===== src/rtl/pipeline_pkg.sv =====
// Shared pipeline definitions: unit latencies, hazard result struct, scoreboard defaults.
package pipeline_pkg;

  localparam int unsigned CNT_W_DEFAULT = 3;

  // Cycles from issue until the result can be forwarded.
  localparam int unsigned LAT_ALU  = 0;
  localparam int unsigned LAT_LOAD = 1;
  localparam int unsigned LAT_MUL  = 3;
  localparam int unsigned LAT_DIV  = 7;

  typedef struct packed {
    logic       stall;
    logic [1:0] stall_src;
  } hazard_t;

endpackage


===== src/rtl/scoreboard_cell.sv =====
// One register's pending-latency counter: set on issue, count down to zero, freeze on hold.
module scoreboard_cell #(
  parameter int unsigned CNT_W = 3
) (
  input  logic             clk_i,
  input  logic             rst_i,
  input  logic             hold_i,
  input  logic             set_i,
  input  logic [CNT_W-1:0] set_val_i,
  output logic [CNT_W-1:0] count_o,
  output logic             pending_o
);

  logic [CNT_W-1:0] count_d, count_q;

  // Hold beats set, and set beats the decrement of an older producer.
  always_comb begin
    count_d = count_q;
    if (hold_i) begin
      count_d = count_q;
    end else if (set_i) begin
      count_d = set_val_i;
    end else if (count_q != '0) begin
      count_d = count_q - 1'b1;
    end
  end

  always_ff @(posedge clk_i) begin
    if (rst_i) begin
      count_q <= '0;
    end else begin
      count_q <= count_d;
    end
  end

  assign count_o   = count_q;
  assign pending_o = (count_q != '0);

endmodule


===== src/rtl/hazard_scoreboard.sv =====
// Read-after-write hazard unit: per-register latency scoreboard driving the ID stall.
module hazard_scoreboard
  import pipeline_pkg::*;
#(
  parameter int unsigned NREG   = 32,
  parameter int unsigned REG_W  = $clog2(NREG),
  parameter int unsigned CNT_W  = CNT_W_DEFAULT,
  parameter int unsigned PERF_W = 32
) (
  input  logic              clk,
  input  logic              rst,
  input  logic              id_valid,
  input  logic [REG_W-1:0]  id_rs1,
  input  logic [REG_W-1:0]  id_rs2,
  input  logic              id_rs1_en,
  input  logic              id_rs2_en,
  input  logic              issue,
  input  logic [REG_W-1:0]  issue_rd,
  input  logic              issue_rd_en,
  input  logic [CNT_W-1:0]  issue_lat,
  input  logic              hold,
  output logic              stall,
  output logic [1:0]        stall_src,
  output logic [NREG-1:0]   pending_mask,
  output logic [PERF_W-1:0] stall_cycles
);

  logic [CNT_W-1:0]  count [NREG];
  hazard_t           haz;
  logic              rs1_haz, rs2_haz;
  logic [PERF_W-1:0] perf_d, perf_q;

  // x0 never holds pending state.
  assign count[0]        = '0;
  assign pending_mask[0] = 1'b0;

  for (genvar r = 1; r < NREG; r++) begin : g_cell
    scoreboard_cell #(
      .CNT_W (CNT_W)
    ) u_cell (
      .clk_i     (clk),
      .rst_i     (rst),
      .hold_i    (hold),
      .set_i     (issue & issue_rd_en & (issue_rd == REG_W'(r))),
      .set_val_i (issue_lat),
      .count_o   (count[r]),
      .pending_o (pending_mask[r])
    );
  end

  always_comb begin
    rs1_haz = id_valid & id_rs1_en & (id_rs1 != '0) & (count[id_rs1] != '0);
    rs2_haz = id_valid & id_rs2_en & (id_rs2 != '0) & (count[id_rs2] != '0);
    haz           = '0;
    haz.stall     = rs1_haz | rs2_haz;
    haz.stall_src = {rs2_haz, rs1_haz};
  end

  assign stall     = haz.stall;
  assign stall_src = haz.stall_src;

  always_comb begin
    perf_d = perf_q;
    if (haz.stall && !hold) begin
      perf_d = perf_q + 1'b1;
    end
  end

  always_ff @(posedge clk) begin
    if (rst) begin
      perf_q <= '0;
    end else begin
      perf_q <= perf_d;
    end
  end

  assign stall_cycles = perf_q;

endmodule


===== config.mk =====
export PLATFORM = sky130hd
export DESIGN_NAME = hazard_scoreboard
export DESIGN_NICKNAME = d
export VERILOG_FILES = /design/src/rtl/pipeline_pkg.sv /design/src/rtl/scoreboard_cell.sv /design/src/rtl/hazard_scoreboard.sv
export SDC_FILE = /design/constraint.sdc
export NUM_CORES = 1
export LEC_CHECK = 0
export CORE_MARGIN = 2
export CORE_UTILIZATION = 25
export DETAILED_ROUTE_END_ITERATION = 16
export PLACE_DENSITY = 0.38
export SYNTH_ARGS = -nofsm -noshare
export SYNTH_HDL_FRONTEND = slang
export SYNTH_SLANG_ARGS = --single-unit
export TNS_END_PERCENT = 50

===== constraint.sdc =====
create_clock -name clk -period 6.64 [get_ports clk]
set_input_delay 0.664 -clock clk [delete_from_list [all_inputs] [get_ports clk]]
set_output_delay 0.664 -clock clk [all_outputs]
set_load 0.01 [all_outputs]

==> metrics.md <==
| Metric | Value |
|---|---|
| Dpl ws | `1.86 ns` |
| WS Path Type | `input pin to output pin` |
| Worst Hold Class | `flip-flop to flip-flop` |
| Skew final | `0.0164 ns` |
| GPL Wtd Cong | `0.805` |
| Post-route cell area | `10600 um^2` |
| Slew HR | `20.0%` |
| Synth async-reset ratio | `0%` |
| Period Utilization, post-route | `71.8%` |
| Hold_buf cts | `0` |
| Sequential area share after synthesis | `28.0%` |
| Starting Density | `25.3%` |
| 1st-pass router iterations | `5` |
| Drt drc | `0` |
| Mapped Cells | `1252` |
| Share of cells above drive strength 1 | `5.75%` |
| Count of input and output buffers | `91` |
| WHS | `0.487 ns` |
| Run status | `finished, final reports clean` |
| Post-CTS Setup Repair Bufs | `0` |
| Pwr dens | `509 nW/um^2` |
| Number of flops mapped to enable cells by yosys | `0` |
| Switching share of power | `43.2%` |
| Worst EP arrival | `4.10 ns` |
| Reg2reg setup slack | `3.25 ns` |
| Max Slew Vio Count | `0` |
| Placed instance area | `10000 um^2` |
| Netlist Area Pre-Place | `8950 um^2` |
| CTS sink count | `125` |
| Clk_lat worst skew | `0.45 ns` |
| Max clock buf depth | `2` |
| Die Ht | `193 um` |
| CTS clk-pin slew, worst paths | `0.07 ns` |
| Clk root buf | `clkbuf_16` |
| Syn. warnings | `0` |
| Vias in the first global route | `8183` |
| Clock group share of total power | `17.6%` |
| Critical path origin | `id_rs1[1]` |
| WP data required | `5.98 ns` |
| WL/cell | `17.2 um` |
| Leak | `3.81 nW` |
| Multi-input logic area | `5580 um^2` |
| First-pass GRT wire length | `46900 um` |
| Gr ovfl total | `0` |
| Sw Pwr | `2.33 mW` |
| Ant. Diodes | `0` |
| Placed cells | `1715` |
| Share of power burned in registers | `22.9%` |
| Worst vdd ir | `210 uV` |
| Antenna Nets Post-Route | `0` |
| Final setup margin | `1.87 ns` |
| Worst R2R Start | `g_cell[30].u_cell.count_o[2]` |
| FMAX | `210 MHz` |
| Total core area | `35400 um^2` |
| Dominant synthesized flop cell | `dfxtp_1` |
| Gr usage total | `16.2%` |
| Post-synthesis cell type count | `58` |
| Worst Tran Pin Value | `1.19 ns` |
| Row cnt | `69` |
| Die Span X | `193 um` |
| #FFs+latches synth | `125` |
| Reported max-cap violation count | `0` |
| Most common cell after layout, fill and taps aside | `nor2_1` |
| Most frequent cells in the layout | `nor2_1, dfxtp_1, a21oi_1, inv_1, clkdlybuf4s50_1` |
| Crit-path max FO | `17` |
| Unrepaired setup endpoints after global routing | `false` |
| Hpwl dp | `20800 um` |
| # IOs | `93` |
| Die area | `37300 um^2` |
| P&R area growth vs syn | `18.3%` |
| Vias/cell | `4.88` |
| Vias | `8531` |
| Final Non-Filler Cells | `1747` |
| Post-CTS sizing | `0` |
| Hold Fails Final Rpt | `0` |
| Startpoint Class | `input pin` |
| Internal | `3.06 mW` |
| Hold_sp | `stall_cycles[31]` |
| Initial drt markers | `543` |
| Final setup fails | `0` |
| Synthesized area per cell | `7.15 um^2` |
| Combinational power share | `59.4%` |
| Syn_nets | `1341` |
| Reg area | `2500 um^2` |
| H-tree depth | `4` |
| Min Clock Period, post-route | `4.77 ns` |
| CTS tree | `built` |
| Num CTS Buffers | `17` |
| Largest net degree at the start of global routing | `105` |
| Setup Total Neg Slack | `0 ns` |
| Initial antenna violation count | `0` |
| Fillers | `3871` |
| Drt total wl | `30100 um` |
| CP Capture Type | `output pin` |
| NumNets Final | `1362` |
==> critical path: stages <==
cell and delay, ns:
clkdlybuf4s50_1 0.95, mux4_2 0.58, mux2i_1 0.16, o22ai_1 0.13, nor4_4 0.87, nor2_2 0.11
inv_1 0.08, clkdlybuf4s50_1 0.53
==> synthesized netlist by cell type (all sizes together), types with 3 or more instances <==
cell type,n,share of area [%]
nor2,208,8.8
dfxtp,125,28
a21oi,120,6.7
inv,100,4.2
nand2,78,3.3
nor3,65,3.6
ha,63,8.8
nor2b,62,4.3
o22ai,54,3.8
buf,49,3.6
clkbuf,49,2.1
o21ai,35,2.0
a31oi,34,2.4
nand3,32,1.8
a21o,16,1.3
or4,13,1.1
nor4b,12,1.2
nor4,11,0.84
o21a,10,0.84
o21ba,10,1.1
o31ai,10,0.84
or3,8,0.56
mux4,7,1.8
nand2b,7,0.49
xor2,7,0.69
and3,6,0.42
mux2i,6,0.67
a211oi,5,0.42
mux2,5,0.63
o211ai,5,0.42
o21bai,5,0.42
nand4,4,0.28
o2111ai,4,0.39
and2,3,0.21
o311ai,3,0.29
==> metrics by stage <==
step                      total power, mW  utilization, %
after CTS                            5.46            29.9
after global placement               4.50            28.3
after global routing                 5.91            29.9
after detailed placement             4.47            28.3
after floorplan                      3.67               -
final                                5.39            29.9
==> state kept, by name, indices dropped and copies added, names as in the netlist <==
name and count:
stall_cycles 32, g_cell.u_cell.count_o 93
==> layout make-up <==
cell class | instances | share of cell area (%)
clock buffers | 17 | 4.02
clock inverters | 15 | 1.44
inverters | 100 | 3.55
multi-input cells | 929 | 52.7
flip-flops and latches | 125 | 23.6
well taps | 461 | 5.45
repair buffers | 100 | 9.20
==> power by group through the flow <==
stage	sequential (mW)	clock [mW]	combinational, mW
2_1_floorplan	1.18	0	2.49
3_3_place_gp	1.26	0	3.24
3_5_place_dp	1.25	0	3.22
4_1_cts	1.23	0.992	3.24
5_1_grt	1.27	1.02	3.62
6_report	1.24	0.951	3.20
==> kinds of logic after synthesis <==
| kind of cell | after synthesis | synth area share [%] |
|---|---|---|
| xor+xnor | 8 | 0.783 |
| other cells | 1 | 0.0419 |
| mux | 18 | 3.06 |
| flops | 125 | 28.0 |
| simple gates | 518 | 27.7 |
| buf+inv | 198 | 9.81 |
| fa+ha+maj | 63 | 8.81 |
| compound gates | 321 | 21.9 |
==> layer usage <==
layer | vias up | routed length, um | track usage (%)
met2 | 138 | 13700 | 25.9
met1 | 3981 | 14800 | 21.7
met5 | - | 0 | 0
li1 | 4381 | - | -
met3 | 31 | 972 | 3.43
met4 | 0 | 643 | 5.03
==> worst paths after layout <==
| path | to | cells after the start |
|---|---|---|
| max | stall | 8 |
| min | stall_cycles[31] | 2 |
| max reg2reg | stall_cycles[3] | 9 |
| min reg2reg | stall_cycles[31] | 2 |
Power figures use the tool's default switching activity.
